File: config.mk
export PLATFORM = sky130hd
export DESIGN_NAME = wb_port_arbiter_flat
export DESIGN_NICKNAME = d
export VERILOG_FILES = /design/src/rtl/wb_arb_pkg.sv /design/src/rtl/wb_port_arbiter_if.sv /design/src/rtl/wb_starve_guard.sv /design/src/rtl/wb_port_arbiter.sv /design/src/flat_wrapper.sv
export SDC_FILE = /design/constraint.sdc
export NUM_CORES = 1
export LEC_CHECK = 0
export BUFFER_PORTS_ARGS = -buffer_cell sky130_fd_sc_hd__buf_2
export CAP_MARGIN = 20
export CORE_MARGIN = 2
export CORE_UTILIZATION = 40
export CTS_BUF_LIST = sky130_fd_sc_hd__clkbuf_8
export CTS_CLUSTER_SIZE = 30
export DETAILED_ROUTE_END_ITERATION = 16
export GPL_ROUTABILITY_DRIVEN = 0
export PLACE_DENSITY_LB_ADDON = 0.25
export SYNTH_ARGS = -nofsm -noshare
export SYNTH_HDL_FRONTEND = slang
export SYNTH_SLANG_ARGS = --single-unit
File: constraint.sdc
create_clock -name clk -period 1.2 [get_ports clk]
set_input_delay 0.06 -clock clk [delete_from_list [all_inputs] [get_ports clk]]
set_output_delay 0.06 -clock clk [all_outputs]
set_load 0.02 [all_outputs]
File: src/rtl/wb_arb_pkg.sv
// rtl/wb_arb_pkg.sv - shared types and constants for the register-file write-port arbiter
package wb_arb_pkg;

    localparam int DATA_W_DEF  = 16;
    localparam int RADDR_W_DEF = 3;
    localparam int REG_ZERO    = 0;
    localparam int CNT_W       = 4;

    typedef enum logic [1:0] {
        IDLE  = 2'd0,
        WAIT  = 2'd1,
        STALL = 2'd2
    } wb_arb_state_t;

endpackage

File: src/rtl/wb_port_arbiter_if.sv
// rtl/wb_port_arbiter_if.sv - pipeline, MDU and register-file write-port signals of the arbiter
interface wb_port_arbiter_if #(
    parameter int DATA_W  = 16,
    parameter int RADDR_W = 3
);
    logic               pl_we;
    logic [RADDR_W-1:0] pl_addr;
    logic [DATA_W-1:0]  pl_data;
    logic               aux_valid;
    logic [RADDR_W-1:0] aux_addr;
    logic [DATA_W-1:0]  aux_data;
    logic               aux_ready;
    logic               rf_we;
    logic [RADDR_W-1:0] rf_addr;
    logic [DATA_W-1:0]  rf_data;
    logic               stall_req;

    // Environment side: pipeline, MDU and register file.
    modport master (
        output pl_we, pl_addr, pl_data, aux_valid, aux_addr, aux_data,
        input  aux_ready, rf_we, rf_addr, rf_data, stall_req
    );

    // Arbiter side.
    modport slave (
        input  pl_we, pl_addr, pl_data, aux_valid, aux_addr, aux_data,
        output aux_ready, rf_we, rf_addr, rf_data, stall_req
    );
endinterface

File: src/rtl/wb_starve_guard.sv
// rtl/wb_starve_guard.sv - counts blocked MDU cycles and requests a write-back bubble at the limit
module wb_starve_guard
    import wb_arb_pkg::*;
#(
    parameter int STARVE_LIMIT = 4
) (
    input  logic clk,
    input  logic reset,
    input  logic aux_valid,
    input  logic aux_ready,
    output logic stall_req
);

    localparam logic [CNT_W-1:0] CNT_MAX  = '1;
    localparam logic [CNT_W-1:0] LIMIT_M1 = CNT_W'(STARVE_LIMIT - 1);

    wb_arb_state_t    state;
    logic [CNT_W-1:0] cnt;

    always_ff @(posedge clk) begin
        if (reset) begin
            state     <= IDLE;
            cnt       <= '0;
            stall_req <= 1'b0;
        end else if (aux_valid && aux_ready) begin
            state     <= IDLE;
            cnt       <= '0;
            stall_req <= 1'b0;
        end else if (aux_valid) begin
            // Saturate rather than wrap so a long block can never fall back below the limit.
            if (cnt != CNT_MAX) begin
                cnt <= cnt + 1'b1;
            end
            case (state)
                IDLE: begin
                    state     <= WAIT;
                    stall_req <= 1'b0;
                end
                WAIT: begin
                    if (cnt >= LIMIT_M1) begin
                        state     <= STALL;
                        stall_req <= 1'b1;
                    end
                end
                STALL: begin
                    stall_req <= 1'b1;
                end
                default: begin
                    state     <= IDLE;
                    stall_req <= 1'b0;
                end
            endcase
        end
    end

endmodule

File: src/rtl/wb_port_arbiter.sv
// rtl/wb_port_arbiter.sv - shares the register-file write port between write-back and the MDU; WB_ARB_STARVE_EN adds the starvation guard
module wb_port_arbiter
    import wb_arb_pkg::*;
#(
    parameter int DATA_W       = DATA_W_DEF,
    parameter int RADDR_W      = RADDR_W_DEF
`ifdef WB_ARB_STARVE_EN
    ,
    parameter int STARVE_LIMIT = 4
`endif
) (
    input  logic                  clk,
    input  logic                  reset,
    wb_port_arbiter_if.slave      bus
);

    localparam logic [RADDR_W-1:0] ZERO_ADDR = RADDR_W'(REG_ZERO);

    logic               pl_eff;
    logic               aux_ready_w;
    logic               rf_we_q;
    logic [RADDR_W-1:0] rf_addr_q;
    logic [DATA_W-1:0]  rf_data_q;

    assign pl_eff = bus.pl_we && (bus.pl_addr != ZERO_ADDR);

    // The MDU is consumed when the port is free, when its result is older than the
    // pipeline write to the same register, or when it targets r0.
    assign aux_ready_w = bus.aux_valid && !reset &&
                         (!pl_eff || (bus.aux_addr == bus.pl_addr) || (bus.aux_addr == ZERO_ADDR));

    always_ff @(posedge clk) begin
        if (reset) begin
            rf_we_q   <= 1'b0;
            rf_addr_q <= '0;
            rf_data_q <= '0;
        end else if (pl_eff) begin
            rf_we_q   <= 1'b1;
            rf_addr_q <= bus.pl_addr;
            rf_data_q <= bus.pl_data;
        end else if (bus.aux_valid && (bus.aux_addr != ZERO_ADDR)) begin
            rf_we_q   <= 1'b1;
            rf_addr_q <= bus.aux_addr;
            rf_data_q <= bus.aux_data;
        end else begin
            rf_we_q   <= 1'b0;
        end
    end

    assign bus.aux_ready = aux_ready_w;
    assign bus.rf_we     = rf_we_q;
    assign bus.rf_addr   = rf_addr_q;
    assign bus.rf_data   = rf_data_q;

`ifdef WB_ARB_STARVE_EN
    logic stall_req_w;

    wb_starve_guard #(
        .STARVE_LIMIT (STARVE_LIMIT)
    ) u_starve_guard (
        .clk       (clk),
        .reset     (reset),
        .aux_valid (bus.aux_valid),
        .aux_ready (aux_ready_w),
        .stall_req (stall_req_w)
    );

    assign bus.stall_req = stall_req_w;
`else
    assign bus.stall_req = 1'b0;
`endif

endmodule

File: src/flat_wrapper.sv
// flat-port wrapper written by rule: the top's interface ports become plain ports
module wb_port_arbiter_flat import wb_arb_pkg::*;
#(
    parameter int DATA_W       = DATA_W_DEF,
    parameter int RADDR_W      = RADDR_W_DEF

)
  (clk, reset, bus_pl_we, bus_pl_addr, bus_pl_data, bus_aux_valid, bus_aux_addr, bus_aux_data, bus_aux_ready, bus_rf_we, bus_rf_addr, bus_rf_data, bus_stall_req);
  wb_port_arbiter_if #(.DATA_W(DATA_W), .RADDR_W(RADDR_W)) bus_i ();
  input  logic clk;
  input  logic reset;
  input wire logic [$bits(bus_i.pl_we)-1:0] bus_pl_we;
  input wire logic [$bits(bus_i.pl_addr)-1:0] bus_pl_addr;
  input wire logic [$bits(bus_i.pl_data)-1:0] bus_pl_data;
  input wire logic [$bits(bus_i.aux_valid)-1:0] bus_aux_valid;
  input wire logic [$bits(bus_i.aux_addr)-1:0] bus_aux_addr;
  input wire logic [$bits(bus_i.aux_data)-1:0] bus_aux_data;
  output wire logic [$bits(bus_i.aux_ready)-1:0] bus_aux_ready;
  output wire logic [$bits(bus_i.rf_we)-1:0] bus_rf_we;
  output wire logic [$bits(bus_i.rf_addr)-1:0] bus_rf_addr;
  output wire logic [$bits(bus_i.rf_data)-1:0] bus_rf_data;
  output wire logic [$bits(bus_i.stall_req)-1:0] bus_stall_req;
  assign bus_i.pl_we = bus_pl_we;
  assign bus_i.pl_addr = bus_pl_addr;
  assign bus_i.pl_data = bus_pl_data;
  assign bus_i.aux_valid = bus_aux_valid;
  assign bus_i.aux_addr = bus_aux_addr;
  assign bus_i.aux_data = bus_aux_data;
  assign bus_aux_ready = bus_i.aux_ready;
  assign bus_rf_we = bus_i.rf_we;
  assign bus_rf_addr = bus_i.rf_addr;
  assign bus_rf_data = bus_i.rf_data;
  assign bus_stall_req = bus_i.stall_req;
  wb_port_arbiter #(.DATA_W(DATA_W), .RADDR_W(RADDR_W)) u_core (.clk(clk), .reset(reset), .bus(bus_i));
endmodule
==> summary.md, run 1 <==
| Metric | Value |
|---|---|
| Most frequent cell after synthesis | nand2_1 |
| Vias per inst | 5.10 |
| Tot GR Track Use | about a fifth |
| Syn_area_per_cell | around 8 sq um |
| R2R cell count | 2 |
| Detail Route Antenna Nets | 0 |
| Die area | about 2700 sq um |
| Critical Path End Type | primary output |
| Largest net degree at the start of global routing | 24 |
| Number of global-route vias before repair | just under 1k |
| Final Hold Violating Endpoints | 0 |
| Hold-fix buffers at CTS | 0 |
| Die width | 52.0 microns |
| CP Data Required Time | between 1000 and 1500 ps |
| Max cap viols | 0 |
| Clock share of power | between 20% and 30% |
| Setup Crit Path Kind | input port to primary output |
| Initial Util | 42.1% |
| Layout net count | approximately 220 |
| Post-CTS setup buffers | 0 |
| TritonCTS buffer count | 3 |
| # DRC | 0 |
| Final min period | slightly above 1000 ps |
| Core Area | around 2200 sq um |
| Final setup TNS | 0 ps |
| WL per Instance | 12.5 microns |
| Worst reg2reg path startpoint | u_core.bus.rf_addr[1] |
| Fraction of registers with async set or reset after synthesis | 0% |
| Comb pwr share | about a quarter |
| Cell internal pwr | around 1.1 mW |
| Hpwl dp | between 1500 and 2000 microns |
| Clk_lat worst skew | roughly 250 ps |
| Cell Chain, Critical Path | buf_2 > xor2_1 > nor3_1 > o311a_1 > buf_2 |
| First-pass GRT wire length | between 4000 and 5000 microns |
| H-tree depth | 1 |
| Synth Warn # | 0 |
| Fin Clk Skew | 0 ps |
| Port bufs | 62 |
| Yosys top cell by area | dfxtp_1 |
| Fmax | between 0.9 and 1 GHz |
| Critical path depth in cells | 5 |
| Register area share after synthesis | a little over two fifths |
| Total Power | roughly 1.5 mW |
| Critical-path maximum fanout | 5 |
| Net count after synthesis | between 150 and 200 |
| Synth cell count leaders | nand2_1, dfxtp_1, o21ai_0 |
| CTS tree | done |
| Psw | ~0.45 mW |
| Top post-synthesis cells by area | dfxtp_1, nand2_1, a31oi_1, o21ai_0, xor2_1 |
| 1st-pass router iterations | 4 |
| 1st-iter DRT viols | 25 |
| Detailed-route via count | approximately 1.0k |
| Synth unique cells | 21 |
| Final slew viol count | 0 |
| Final worst-path cycle share | 85.3% |
| Main synth FF type | dfxtp_1 |
| Slowest CP cell | o311a_1 |
| Cells after synthesis | between 100 and 150 |
| Startpoint types | input port |
| Post-synth top area share | a little over two fifths |
| #FFs+latches synth | 20 |
| Reg2reg end | u_core.bus.rf_addr[1] |
| ANT cells | 0 |
| Clock-pin slew on the worst setup and hold paths | roughly 70 ps |
| Sw frac | roughly 30% |
| Antenna violations before repair | 0 |
| Reg2reg setup slack | 480 ps |
| Seq pwr share | a little under half |
| Crit path DAT | roughly 960 ps |
| Critical Path Most Common Cell | buf_2 |
| GRT Residual Overflow | 0 |
| Area Growth Syn to Fin | 41.1% |
| PwrDens | 1190 nW/um^2 |
| Pleak | roughly 0.62 nW |
| # rows | 17 |
| Worst setup path end | bus_aux_ready |
| CTS Buffer Depth | 2 |
| Setup violators final | 0 |
| Critical path's largest stage delay | 340 ps |
| Maximum VDD drop | 0.000808 V |
| Crit path buf inv count | 2 |
| Number of synthesized flops with an enable pin | 0 |
| CP Launch Point | bus_aux_addr[0] |
| IO Count | 64 |
| Share of layout cells above drive strength 1 | between 40% and 50% |
| Critical path's top delay family | compound AO/OA/AOI/OAI gates |
| Overall routed net length | around 2600 microns |
| Die height | around 52 microns |
| RSZ-0062 raised after global routing | no |
| Mapped Area | 923 sq um |
| Hold WC Path Type | input port to register |
| CTS resizes | 0 |
| # clock sinks | 20 |
| Clock root buffer | clkbuf_8 |
| Status | finished, final reports clean |
## power by group through the flow
stage	combinational [mW]	sequential, mW	clock (mW)
after floorplan	0.150	0.827	0
after global placement	0.375	0.758	0
after detailed placement	0.386	0.758	0
after CTS	0.388	0.743	0.428
after global routing	0.428	0.749	0.466
final	0.388	0.744	0.417
## cell usage in the layout (no fill, tap or decap), drive strengths merged
cell type,instances
buf,67
nand2,32
dfxtp,20
o21ai,19
a31oi,16
a21oi,4
xor2,3
clkbuf,3
nor3,2
a32oi,2
nand3,2
o31ai,2
inv,1
o311a,1
o31a,1
a22oi,1
conb,1
## stage by stage
step	cell area, sq um	instances	setup slack, ps	hold slack, ps	util, %
after floorplan	923	116	343	129	-
after global placement	1260	202	165	264	57.6
after detailed placement	1260	202	86.1	275	57.6
after CTS	1300	205	174	10.4	59.5
after global routing	1300	205	99.8	25.8	59.5
final	1300	205	176	14.4	59.5
## worst min path at each step
| stage | cells after the start | slack [ps] | from | end |
|---|---|---|---|---|
| floorplan | 1 | 130 | reset | u_core.bus.rf_addr[0] |
| global placement | 2 | 260 | reset | u_core.bus.rf_addr[0] |
| detailed placement | 2 | 280 | reset | u_core.bus.rf_we |
| CTS | 2 | 10 | reset | u_core.bus.rf_we |
| global route | 2 | 30 | reset | u_core.bus.rf_we |
| finish | 2 | 10 | reset | u_core.bus.rf_we |
## metal layers
layer  global-route usage [%]  part of all wire (%)  vias to the layer above
li1                         -                     -                      540
met1                     24.4                    45                      468
met2                     36.9                    48                       38
met3                     2.87                   6.6                        0
met4                     3.95                     0                        0
met5                        0                     0                        -
## sequential cells by signal, indices dropped and copies added, names as in the netlist
name / flops
u_core.bus.rf_data: 16
u_core.bus.rf_addr: 3
u_core.bus.rf_we: 1
## cell type report
cell class                 instances  area, sq um
fill                             193          888
multi-input combinational         86          474
sequential                        20          400
timing repair buffer              67          348
clock buffer                       3         41.3
tap                               28         35.0
inverter                           1         3.75
## logic make-up after synthesis
group	count (synthesis)	share of synthesized area [%]
compound gates	46	30.4
simple gates	36	16.3
flops	20	43.4
buf+inv	10	6.77
xor+xnor	3	2.85
other cells	1	0.406
## worst register-to-register path, delay by kind of cell (launching register included)
kind / cells / cell delay (ps)
AO/OA/AOI/OAI: 2 / 280
flip-flops: 1 / 320
No activity file was read; power rests on OpenSTA's default activity.
==> run 2, diff against run 1 <==
HOLD_SLACK_MARGIN = 0.08   (was unset)
==> run 2 against run 1 <==
Sequential power is essentially flat. Wire length grew 4.8%. Hold slack gained 73 ps. Worst setup slack lost 0.68 ps. Utilization grew 6.4 points. Critical path type unchanged.
==> summary.md, run 2 (same netlist as run 1, synthesis figures left out) <==
| Metric | Value |
|---|---|
| Status | finished, final reports clean |
| Hold-fix buffers at CTS | 14 (+14) |
| Slowest CP cell | o311a_1 |
| Crit path DAT | 960 ps (about the same) |
| Detailed-route via count | 1,105 (+5.6%) |
| Cell count after placement | 202 (unchanged) |
| Post-layout instance area | 1440 sq um (+11%) |
| Critical Path End Type | primary output |
| Startpoint types | input port |
| Max cap viols | 0 (unchanged) |
| Die width | 52.0 microns (unchanged) |
| PwrDens | 1100 nW/um^2 (-7.7%) |
| Commonest non-fill, non-tap cells in the layout | buf_2, nand2_1, dfxtp_1 |
| Critical-path maximum fanout | 5 (unchanged) |
| Final min period | 1020 ps (+0.685 ps) |
| Setup Crit Path Kind | input port to primary output |
| Clk_lat worst skew | 250 ps (about the same) |
| Area Growth Syn to Fin | 56.2% |
| # clock sinks | 20 (unchanged) |
| Vias per inst | 5.05 (-1.1%) |
| GRT Residual Overflow | 0 (unchanged) |
| Hold WC Path Type | input port to register |
| Die height | 52.0 microns (unchanged) |
| Cell Chain, Critical Path | buf_2 > xor2_1 > nor3_1 > o311a_1 > buf_2 |
| Final Hold Violating Endpoints | 0 (unchanged) |
| Antenna violations before repair | 0 (unchanged) |
| Number of global-route vias before repair | 1,019 (+5.4%) |
| CP Data Required Time | 1140 ps (about the same) |
| Most common cell after layout, fill and taps aside | buf_2 |
| Share of layout cells above drive strength 1 | 39.3% (-3.1 points) |
| Overall routed net length | 2690 microns (+4.8%) |
| CTS resizes | 0 (unchanged) |
| Hpwl dp | 1880 microns (unchanged) |
| 1st-iter DRT viols | 20 (-20%) |
| TritonCTS buffer count | 3 (unchanged) |
| Critical path's largest stage delay | 340 ps (about the same) |
| Number of flip-flops under the largest register name | 16 (unchanged) |
| Layout net count | 235 (+6.3%) |
| Critical path's top delay family | compound AO/OA/AOI/OAI gates |
| Clock-pin slew on the worst setup and hold paths | 70 ps (about the same) |
| Final worst-path cycle share | 85.4% (about the same) |
| Detail Route Antenna Nets | 0 (unchanged) |
| Total Power | 1.58 mW (+2.2%) |
| H-tree depth | 1 (unchanged) |
| Setup violators final | 0 (unchanged) |
| # DRC | 0 (unchanged) |
| Fillers | 177 (-8.3%) |
| Core Area | 2190 sq um (unchanged) |
| Critical Path Most Common Cell | buf_2 |
| Fmax | 0.976 GHz (about the same) |
| CTS tree | done |
| Crit path buf inv count | 2 (unchanged) |
| Post-CTS setup buffers | 0 (unchanged) |
| Initial Util | 42.1% (unchanged) |
| Post-route insts no fill | 219 (+6.8%) |
| Tot GR Track Use | 20.7% (+0.73 points) |
| # rows | 17 (unchanged) |
| RSZ-0062 raised after global routing | no |
| Die area | 2710 sq um (unchanged) |
| Cell area after placement | 1260 sq um (unchanged) |
| First-pass GRT wire length | 4330 microns (+4.2%) |
| Largest net degree at the start of global routing | 24 (unchanged) |
| Final slew viol count | 0 (unchanged) |
| Final setup TNS | 0 ps (unchanged) |
| Clock root buffer | clkbuf_8 |
| WL per Instance | 12.3 microns (-1.9%) |
| Fin Clk Skew | 0 ps (unchanged) |
| Port bufs | 62 (unchanged) |
| IO Count | 64 (unchanged) |
| Pleak | 0.679 nW (+9.4%) |
| ANT cells | 0 (unchanged) |
| Maximum VDD drop | 0.000837 V (+3.6%) |
| 1st-pass router iterations | 4 (unchanged) |
| CTS Buffer Depth | 2 (unchanged) |
run 2: per-layer routing:
metal	wire length [microns]	share of wire (%)	vias up	GRT usage, %
met5	0	0	-	0
met4	0	0	0	4.82
met3	178	6.6	0	2.87
met2	1300	48	43	38.6
met1	1210	45	493	24.7
li1	-	-	569	-
run 2: metrics by stage:
step / utilization (%) / setup slack, ps / hold slack [ps]
after floorplan: - / 343 / 129
after global placement: 57.6 / 165 / 264
after detailed placement: 57.6 / 86.1 / 275
after CTS: 65.8 / 174 / 80.6
after global routing: 65.8 / 99.8 / 81.1
final: 65.8 / 175 / 87.8
run 2: worst min-delay path, delay by kind of cell:
kind	cells	cell delay [ps]
buf+inv	1	90
simple gates	1	50
compound gates	1	80
run 2: area by class of cell:
| class | count | area [sq um] | area share, % |
|---|---|---|---|
| Clock buffer | 3 | 41.3 | 2.86 |
| Inverter | 1 | 3.75 | 0.260 |
| Multi-Input combinational cell | 86 | 474 | 32.9 |
| Sequential cell | 20 | 400 | 27.8 |
| Tap cell | 28 | 35.0 | 2.43 |
| Timing Repair Buffer | 81 | 488 | 33.8 |
run 2: final timing paths:
| path | start | endpoint | slack [ps] | cells past startpoint |
|---|---|---|---|---|
| worst min register to register | u_core.bus.rf_addr[0] | u_core.bus.rf_addr[0] | 460 | 2 |
| worst min-delay path | bus_aux_data[0] | u_core.bus.rf_data[0] | 90 | 3 |
| worst max-delay path | bus_aux_addr[0] | bus_aux_ready | 180 | 5 |
| worst max register to register | u_core.bus.rf_addr[1] | u_core.bus.rf_addr[1] | 480 | 2 |
run 2: report_power, final:
part           switching, mW  internal (mW)
registers             0.0251          0.719
logic                  0.240          0.183
clock network          0.193          0.222
